$ cat src/rtl/vectored_int_pkg.sv
// Shared types and helpers for the vectored interrupt controller.
package vectored_int_pkg;

  typedef enum logic {
    ST_IDLE    = 1'b0,
    ST_SERVICE = 1'b1
  } state_t;

  localparam logic [31:0] VEC_BASE_DEFAULT = 32'hFFFF_FFFC;

  // Highest set bit of a (zero-extended) source vector; returns 0 when empty.
  function automatic logic [4:0] highest_set_idx(input logic [31:0] vec);
    logic [4:0] idx;
    idx = 5'd0;
    for (int i = 0; i < 32; i++) begin
      if (vec[i]) begin
        idx = i[4:0];
      end else begin
        idx = idx;
      end
    end
    return idx;
  endfunction

endpackage

$ cat src/rtl/vectored_int_prio_enc.sv
// Fixed-priority encoder: highest-numbered request wins.
module vectored_int_prio_enc
  import vectored_int_pkg::*;
#(
  parameter int N  = 4,
  parameter int IW = 2
) (
  input  logic [N-1:0]  req,
  output logic [IW-1:0] idx,
  output logic          any_set
);

  logic [31:0] req_ext_s;
  logic [4:0]  idx_full_s;

  // Zero-extend to the helper's fixed width and trim the result back.
  always_comb begin
    req_ext_s  = 32'(req);
    idx_full_s = highest_set_idx(req_ext_s);
    idx        = IW'(idx_full_s);
    any_set    = |req;
  end

endmodule

$ cat src/rtl/vectored_int_ctrl.sv
// Vectored interrupt controller: latches done events, masks, prioritises and serves one vector per ack.
// Define VECTORED_INT_LEVEL_EN for level-sensitive sources (no pending latch, no edge detect).
module vectored_int_ctrl
  import vectored_int_pkg::*;
#(
  parameter int          NUM_SRC  = 4,
  parameter int          IDX_W    = $clog2(NUM_SRC),
  parameter logic [31:0] VEC_BASE = VEC_BASE_DEFAULT
) (
  input  logic               clk,
  input  logic               rst,
  input  logic [NUM_SRC-1:0] done,
  input  logic               mask_we,
  input  logic [NUM_SRC-1:0] mask_wdata,
  input  logic               int_ack,
  output logic               int_req,
  output logic               int_valid,
  output logic [31:0]        int_addr,
  output logic [NUM_SRC-1:0] pending,
  output logic [NUM_SRC-1:0] mask
);

  logic [NUM_SRC-1:0] mask_r;
  logic [NUM_SRC-1:0] eligible_s;
  logic [IDX_W-1:0]   win_idx_s;
  logic               win_any_s;
  logic               capture_s;
  state_t             state_r, state_n_s;
  logic [IDX_W-1:0]   vec_idx_r, vec_idx_n_s;
  logic               int_req_r, int_req_n_s;
  logic               int_valid_r, int_valid_n_s;
  logic [31:0]        int_addr_r, int_addr_n_s;

  assign capture_s = (state_r == ST_IDLE) && int_ack && win_any_s;

`ifdef VECTORED_INT_LEVEL_EN
  assign eligible_s = done & mask_r;
  assign pending    = done;
`else
  logic [NUM_SRC-1:0] pending_r, done_q_r, rise_s, clr_s;

  assign rise_s     = done & ~done_q_r;
  assign clr_s      = capture_s ? (NUM_SRC'(1) << win_idx_s) : '0;
  assign eligible_s = pending_r & mask_r;
  assign pending    = pending_r;

  // Edge detector and pending latch; a new rise beats a same-cycle clear.
  always_ff @(posedge clk) begin
    if (rst) begin
      done_q_r  <= '0;
      pending_r <= '0;
    end else begin
      done_q_r  <= done;
      pending_r <= (pending_r & ~clr_s) | rise_s;
    end
  end
`endif

  vectored_int_prio_enc #(
    .N  (NUM_SRC),
    .IW (IDX_W)
  ) u_prio_enc (
    .req     (eligible_s),
    .idx     (win_idx_s),
    .any_set (win_any_s)
  );

  // Mask register and FSM/output state.
  always_ff @(posedge clk) begin
    if (rst) begin
      mask_r      <= '1;
      state_r     <= ST_IDLE;
      vec_idx_r   <= '0;
      int_req_r   <= 1'b0;
      int_valid_r <= 1'b0;
      int_addr_r  <= VEC_BASE;
    end else begin
      mask_r      <= mask_we ? mask_wdata : mask_r;
      state_r     <= state_n_s;
      vec_idx_r   <= vec_idx_n_s;
      int_req_r   <= int_req_n_s;
      int_valid_r <= int_valid_n_s;
      int_addr_r  <= int_addr_n_s;
    end
  end

  // Next-state and registered-output logic; int_addr holds its last vector outside capture.
  always_comb begin
    state_n_s     = state_r;
    vec_idx_n_s   = vec_idx_r;
    int_req_n_s   = 1'b0;
    int_valid_n_s = int_valid_r;
    int_addr_n_s  = int_addr_r;
    case (state_r)
      ST_IDLE: begin
        if (capture_s) begin
          state_n_s     = ST_SERVICE;
          vec_idx_n_s   = win_idx_s;
          int_valid_n_s = 1'b1;
          int_addr_n_s  = VEC_BASE | 32'(win_idx_s);
        end else begin
          int_req_n_s   = win_any_s;
          int_valid_n_s = 1'b0;
        end
      end
      ST_SERVICE: begin
        if (!int_ack) begin
          state_n_s     = ST_IDLE;
          int_valid_n_s = 1'b0;
        end else begin
          int_valid_n_s = 1'b1;
        end
      end
      default: begin
        state_n_s     = ST_IDLE;
        int_valid_n_s = 1'b0;
      end
    endcase
  end

  assign int_req   = int_req_r;
  assign int_valid = int_valid_r;
  assign int_addr  = int_addr_r;
  assign mask      = mask_r;

endmodule

$ cat config.mk
export PLATFORM = sky130hd
export DESIGN_NAME = vectored_int_ctrl
export DESIGN_NICKNAME = d
export VERILOG_FILES = /design/src/rtl/vectored_int_pkg.sv /design/src/rtl/vectored_int_prio_enc.sv /design/src/rtl/vectored_int_ctrl.sv
export SDC_FILE = /design/constraint.sdc
export NUM_CORES = 1
export LEC_CHECK = 0
export CAP_MARGIN = 20
export CORE_MARGIN = 3
export CORE_UTILIZATION = 25
export DETAILED_ROUTE_END_ITERATION = 10
export GPL_TIMING_DRIVEN = 0
export PLACE_DENSITY_LB_ADDON = 0.3
export SYNTH_ARGS = -nofsm -noshare
export SYNTH_HDL_FRONTEND = slang
export SYNTH_HIERARCHICAL = 1
export SYNTH_SLANG_ARGS = --single-unit
$ cat constraint.sdc
create_clock -name clk -period 2.3 [get_ports clk]
set_input_delay 0.575 -clock clk [delete_from_list [all_inputs] [get_ports clk]]
set_output_delay 0.575 -clock clk [all_outputs]
set_load 0.02 [all_outputs]
### Yosys cells after proc, flatten, opt, wreduce, memory -nomap -nowiden

Index checks and enable logic that the tools add are counted.

* bits in registers: 16
* word-level logic and storage cells: 26
* input bits: 12

* reduce and logical (&&, ||, !) cells: 5
* bitwise logic cells: 7
* multiplexer cells: 7
* shift-type cells: 1

Operator list (number)
* 4-bit AND: 3
* 4-bit inverter: 2
* 2-bit two-way mux: 2
* 4-bit two-way mux: 1
* 4-bit bitwise OR: 1
* 4-bit OR reduction: 1
* 1-bit by 2-bit << shifter with 4-bit output, first input constant: 1
* 1-bit two-way mux: 3
* 3-bit OR reduction: 1
* 1-bit logical AND: 2
* 1-bit one-hot mux with 2 select lines: 1
* 2-bit AND reduction: 1
* 1-bit inverter: 1

### Logic depth before layout (Yosys ltp)

Gate-level depths: netlist (run 1).

* depth in word-level cells: 9
* depth in mapped cells: 6
* gate-level depth less buffers: 6

### Cells and area by module

Netlist (run 1), hierarchy kept.

By module, submodules not included
* vectored_int_ctrl: sequential area each 320.3 um^2, area an instance 813.3 um^2, times used 1, cells an instance 87
* vectored_int_prio_enc: sequential area each 0.0 um^2, area an instance 23.8 um^2, times used 1, cells an instance 4

### Worst setup path after synthesis (run 1)

No wires, ideal clock.

* path kind: reg2reg
* start: register pending_r[3] (netlist: pending[3])
* end: register pending_r[0] (netlist: pending[0])
* setup slack: 0.616 ns
* data required time: 2.241 ns
* cell stages (with the launch flop): 7
* arrival: 1.625 ns
* cells stage by stage: dfxtp_1 and2_1 or2_1 or3_1 and4bb_1 a21oi_1 a22o_1

* longest elaborated chain between the ends: 7

RTL lines
* from (decl): line vectored_int_ctrl.sv:40 `logic [NUM_SRC-1:0] pending_r, done_q_r, rise_s, clr_s;`
* from (signal assigned): line vectored_int_ctrl.sv:54 `pending_r <= (pending_r & ~clr_s) | rise_s;`
* 4-bit AND: line vectored_int_ctrl.sv:44 `assign eligible_s = pending_r & mask_r;`
* net eligible_s[3]: line vectored_int_ctrl.sv:24 `logic [NUM_SRC-1:0] eligible_s;`
* 2-bit two-way mux: line vectored_int_pkg.sv:16 `if (vec[i]) begin`
* net win_idx_s[1]: line vectored_int_ctrl.sv:25 `logic [IDX_W-1:0] win_idx_s;`
* 1-bit by 2-bit << shifter with 4-bit output: line vectored_int_ctrl.sv:43 `assign clr_s = capture_s ? (NUM_SRC'(1) << win_idx_s) : '0;`
* 4-bit two-way mux: line vectored_int_ctrl.sv:43
* 4-bit inverter: line vectored_int_ctrl.sv:54
* 4-bit AND: line vectored_int_ctrl.sv:54
* 4-bit bitwise OR: line vectored_int_ctrl.sv:54

The timed path passes the listed nets, and every way through them passes these cells.
A chain may end at the register's enable or synchronous reset.

### Final worst setup path (run 1)

* start: register int_valid_r (netlist: int_valid)
* end: output port int_valid

RTL lines
* from (decl): line vectored_int_ctrl.sv:31 `logic int_valid_r, int_valid_n_s;`
* from (signal assigned): line vectored_int_ctrl.sv:82 `int_valid_r <= int_valid_n_s;`
* to (decl): line vectored_int_ctrl.sv:17 `output logic int_valid,`

No word-level cell between the ends.

==> key figures, run 1 <==
Status
  • Status: complete, no violations

Yosys
  • Syn avg cell area: ~9.2 um2
  • Mapped Area: 837.1 um2
  • Synthesized netlist cell count: 91
  • Sequential share of the synthesized area: 0.3827
  • Distinct cells, synth: 24
  • YS warnings: 6
  • Flops & latches, synth: 16

Place
  • IO buf count: 23
  • Dpl cells: 187
  • Hpwl dp: 1341 um
  • Setup WS pre-CTS: 523.1 ps
  • GP Congestion: 0.7493

Clock network
  • Clock Tree Buf Depth: 2
  • Num CTS Buffers: 3
  • CTS tree: yes
  • H-tree depth: 1
  • Total setup buffers inserted after CTS: 0
  • Clock-pin slew of the registers on the worst-case setup and hold paths: 90 ps
  • Hold Buf Count CTS: 0
  • Number of gates resized after CTS: 0
  • Clk Latency, worst-skew pair: 280 ps
  • Root buffer cell: clkbuf_4
  • CTS Sinks: 16

Layout
  • Share of layout cells above drive strength 1: 0.2449
  • Diodes inserted: 0
  • Non-Filler Instances: 191
  • Fin util: 0.4052
  • Final #Nets: 160
  • Most frequent cells in the layout: buf_4 (30), conb_1 (30), clkdlybuf4s50_1 (23), dfxtp_1 (16), nor2b_1 (7)
  • Area growth syn-to-layout: 51.42%

Setup path
  • Crit path max-delay family: buffers and inverters
  • CP Cell Sequence: clkdlybuf4s50_1
  • Critical path endpoint category: primary output
  • Worst EP arrival: about 1300 ps
  • R2R Setup Slk: 540 ps
  • CP Launch Type: flop
  • CP Class: flop to primary output
  • Critical Path RT: about 1700 ps
  • Worst-path fanout max: 6
  • R2R Path Start: pending[3]$_SDFF_PP0_
  • Worst reg2reg path depth: 6
  • Max stage delay on crit path: 630 ps
  • Worst r2r dst: pending[0]$_SDFF_PP0_
  • Worst path buffer plus inverter count: 1
  • Cell at the slowest stage of the critical path: clkdlybuf4s50_1

Routing
  • DRC errors left: 0
  • Antenna Nets Post-Route: 0
  • Number of detailed-route iterations in the first pass: 3
  • Routed via count: roughly 660
  • Initial DRC count: 6
  • Final WL: 1604 um
  • Via density per instance: about 3.5
  • DR WL/cell: 8.398 um

Floorplanning
  • # IOs: 54
  • Die Y: approximately 64 um
  • CORE AREA: approximately 0.0031 mm2
  • FP Rows: 20
  • Die W: 63.87 um
  • Initial Util: 0.2676
  • Die Footprint: around 0.0041 mm2

Timing
  • Setup violators final: 0
  • Fin crit period: 1889 ps
  • Fin. Hold Viols: 0
  • Final Worst Setup Slack: 411.0 ps
  • Setup TNS: 0 ps
  • Achievable frequency: 529.4 MHz
  • Pins Over Slew Limit: 0
  • RSZ-0062 raised after global routing: no
  • Clock Skew: 1.451 ps
  • Fin crit share: 0.8213

Power and ir drop
  • Maximum VDD drop: 0.2726 mV
  • PwrDens: 562.5 mW/mm2
  • Tot Pwr: a little over 700 uW
  • Pleak: between 0.0005 and 0.0006 uW

Worst hold path
  • Hold wc startpoint: int_addr[1]$_SDFFE_PP0P_
  • Hold path cells: 2
  • Hold Path Sink: int_addr[1]$_SDFFE_PP0P_
  • Hold Crit Class: flop to flop

Global route
  • Largest net degree at the start of global routing: 11
  • GRT Overall Usage: 0.07721
  • Initial antenna violation count: 0
  • Total grt overflow: 0
  • Vias in the first global route: 576
  • First-pass GRT wire length: 2525 um

Run
  • Maxcap violations: 0
## area by class of cell
type / count / area [um2]
fillers: 337 / 1861
multi-input cells: 68 / 376.6
well taps: 44 / 55.05
plain buffers: 31 / 230.2
inverters: 5 / 18.77
repair buffers: 23 / 230.2
flip-flops and latches: 16 / 320.3
clock buffers: 4 / 36.28
## synth_stat cells
master	instances	area share
a22o_1	2	0.021
or2_1	1	0.0075
nor2_1	2	0.0090
buf_2	1	0.0060
nor4b_1	1	0.010
nand4b_1	1	0.010
a21oi_1	4	0.024
o21ai_0	2	0.012
or3_1	1	0.0075
a211o_1	4	0.042
mux2i_1	1	0.012
and2b_4	1	0.012
nor2b_1	7	0.052
and4bb_1	1	0.015
a21o_1	1	0.0090
nand3b_1	1	0.0090
and2_1	4	0.030
buf_4	30	0.27
dfxtp_1	16	0.38
conb_1	1	0.0045
inv_1	5	0.022
nor3b_1	1	0.0090
nand2b_1	2	0.015
a211oi_1	1	0.0090
## power by group
group / switching, uW / internal (uW) / total (uW)
Sequential: 12.7 / 298 / 311
Combinational: 113 / 110 / 223
Clock: 82.5 / 96.2 / 179
Total: 208 / 505 / 713
## sequential cells by signal, indices dropped and copies added, names as in the netlist
signal	count
pending	4
mask	4
int_valid	1
done_q_r	4
int_req	1
int_addr	2
## layer usage
layer	GRT usage	part of all wire	vias up
li1	-	-	352
met1	0.09753	0.45	273
met2	0.1161	0.42	39
met3	0.02988	0.13	0
met4	0.03235	0	0
met5	0	0	-
## through the flow
stage	cell area [um2]	hold WS, ps
5_1_grt	1267	518.3
2_1_floorplan	945.9	451.9
6_report	1267	457.9
3_5_place_dp	1231	451.3
4_1_cts	1267	464.5
3_3_place_gp	1231	450.7
## cells by family (layout without fill, tap and decap cells)
kind of cell | after synthesis | after routing | share of synthesized area
AOI/OAI and AO/OA | 14 | 14 | 0.1166
muxes | 1 | 1 | 0.01196
other | 1 | 30 | 0.004480
and+or+nand+nor | 23 | 23 | 0.1869
DFF | 16 | 16 | 0.3827
buffers and inverters | 36 | 63 | 0.2975
## worst max-delay path by stage
stage                               start                     to  slack (ps)  cells after the start
finish               int_valid$_SDFF_PP0_              int_valid         410                      1
global route         int_valid$_SDFF_PP0_              int_valid         340                      1
CTS                  int_valid$_SDFF_PP0_              int_valid         400                      1
detailed placement                int_ack  pending[0]$_SDFF_PP0_         520                      4
global placement                  int_ack  pending[0]$_SDFF_PP0_         550                      4
floorplan           pending[3]$_SDFF_PP0_  pending[0]$_SDFF_PP0_         620                      6
Note: power is estimated with default switching activity, not from simulation.
==> run 2: changes to the inputs <==
==> constraint.sdc (replaced) <==
create_clock -name clk -period 1.9 [get_ports clk]
set_input_delay 0.475 -clock clk [delete_from_list [all_inputs] [get_ports clk]]
set_output_delay 0.475 -clock clk [all_outputs]
set_load 0.02 [all_outputs]
==> results of run 2 <==
The final DEF is identical to that of run 1. Status: complete, no violations.
Among the figures that moved: setup slack after placement 523.1 ps -> 164.0 ps; setup slack after layout 411.0 ps -> 111.0 ps; register-to-register setup slack 540 ps -> 140 ps; total power 713.0 uW -> 863.1 uW; worst IR drop on VDD 0.2726 mV -> 0.3300 mV
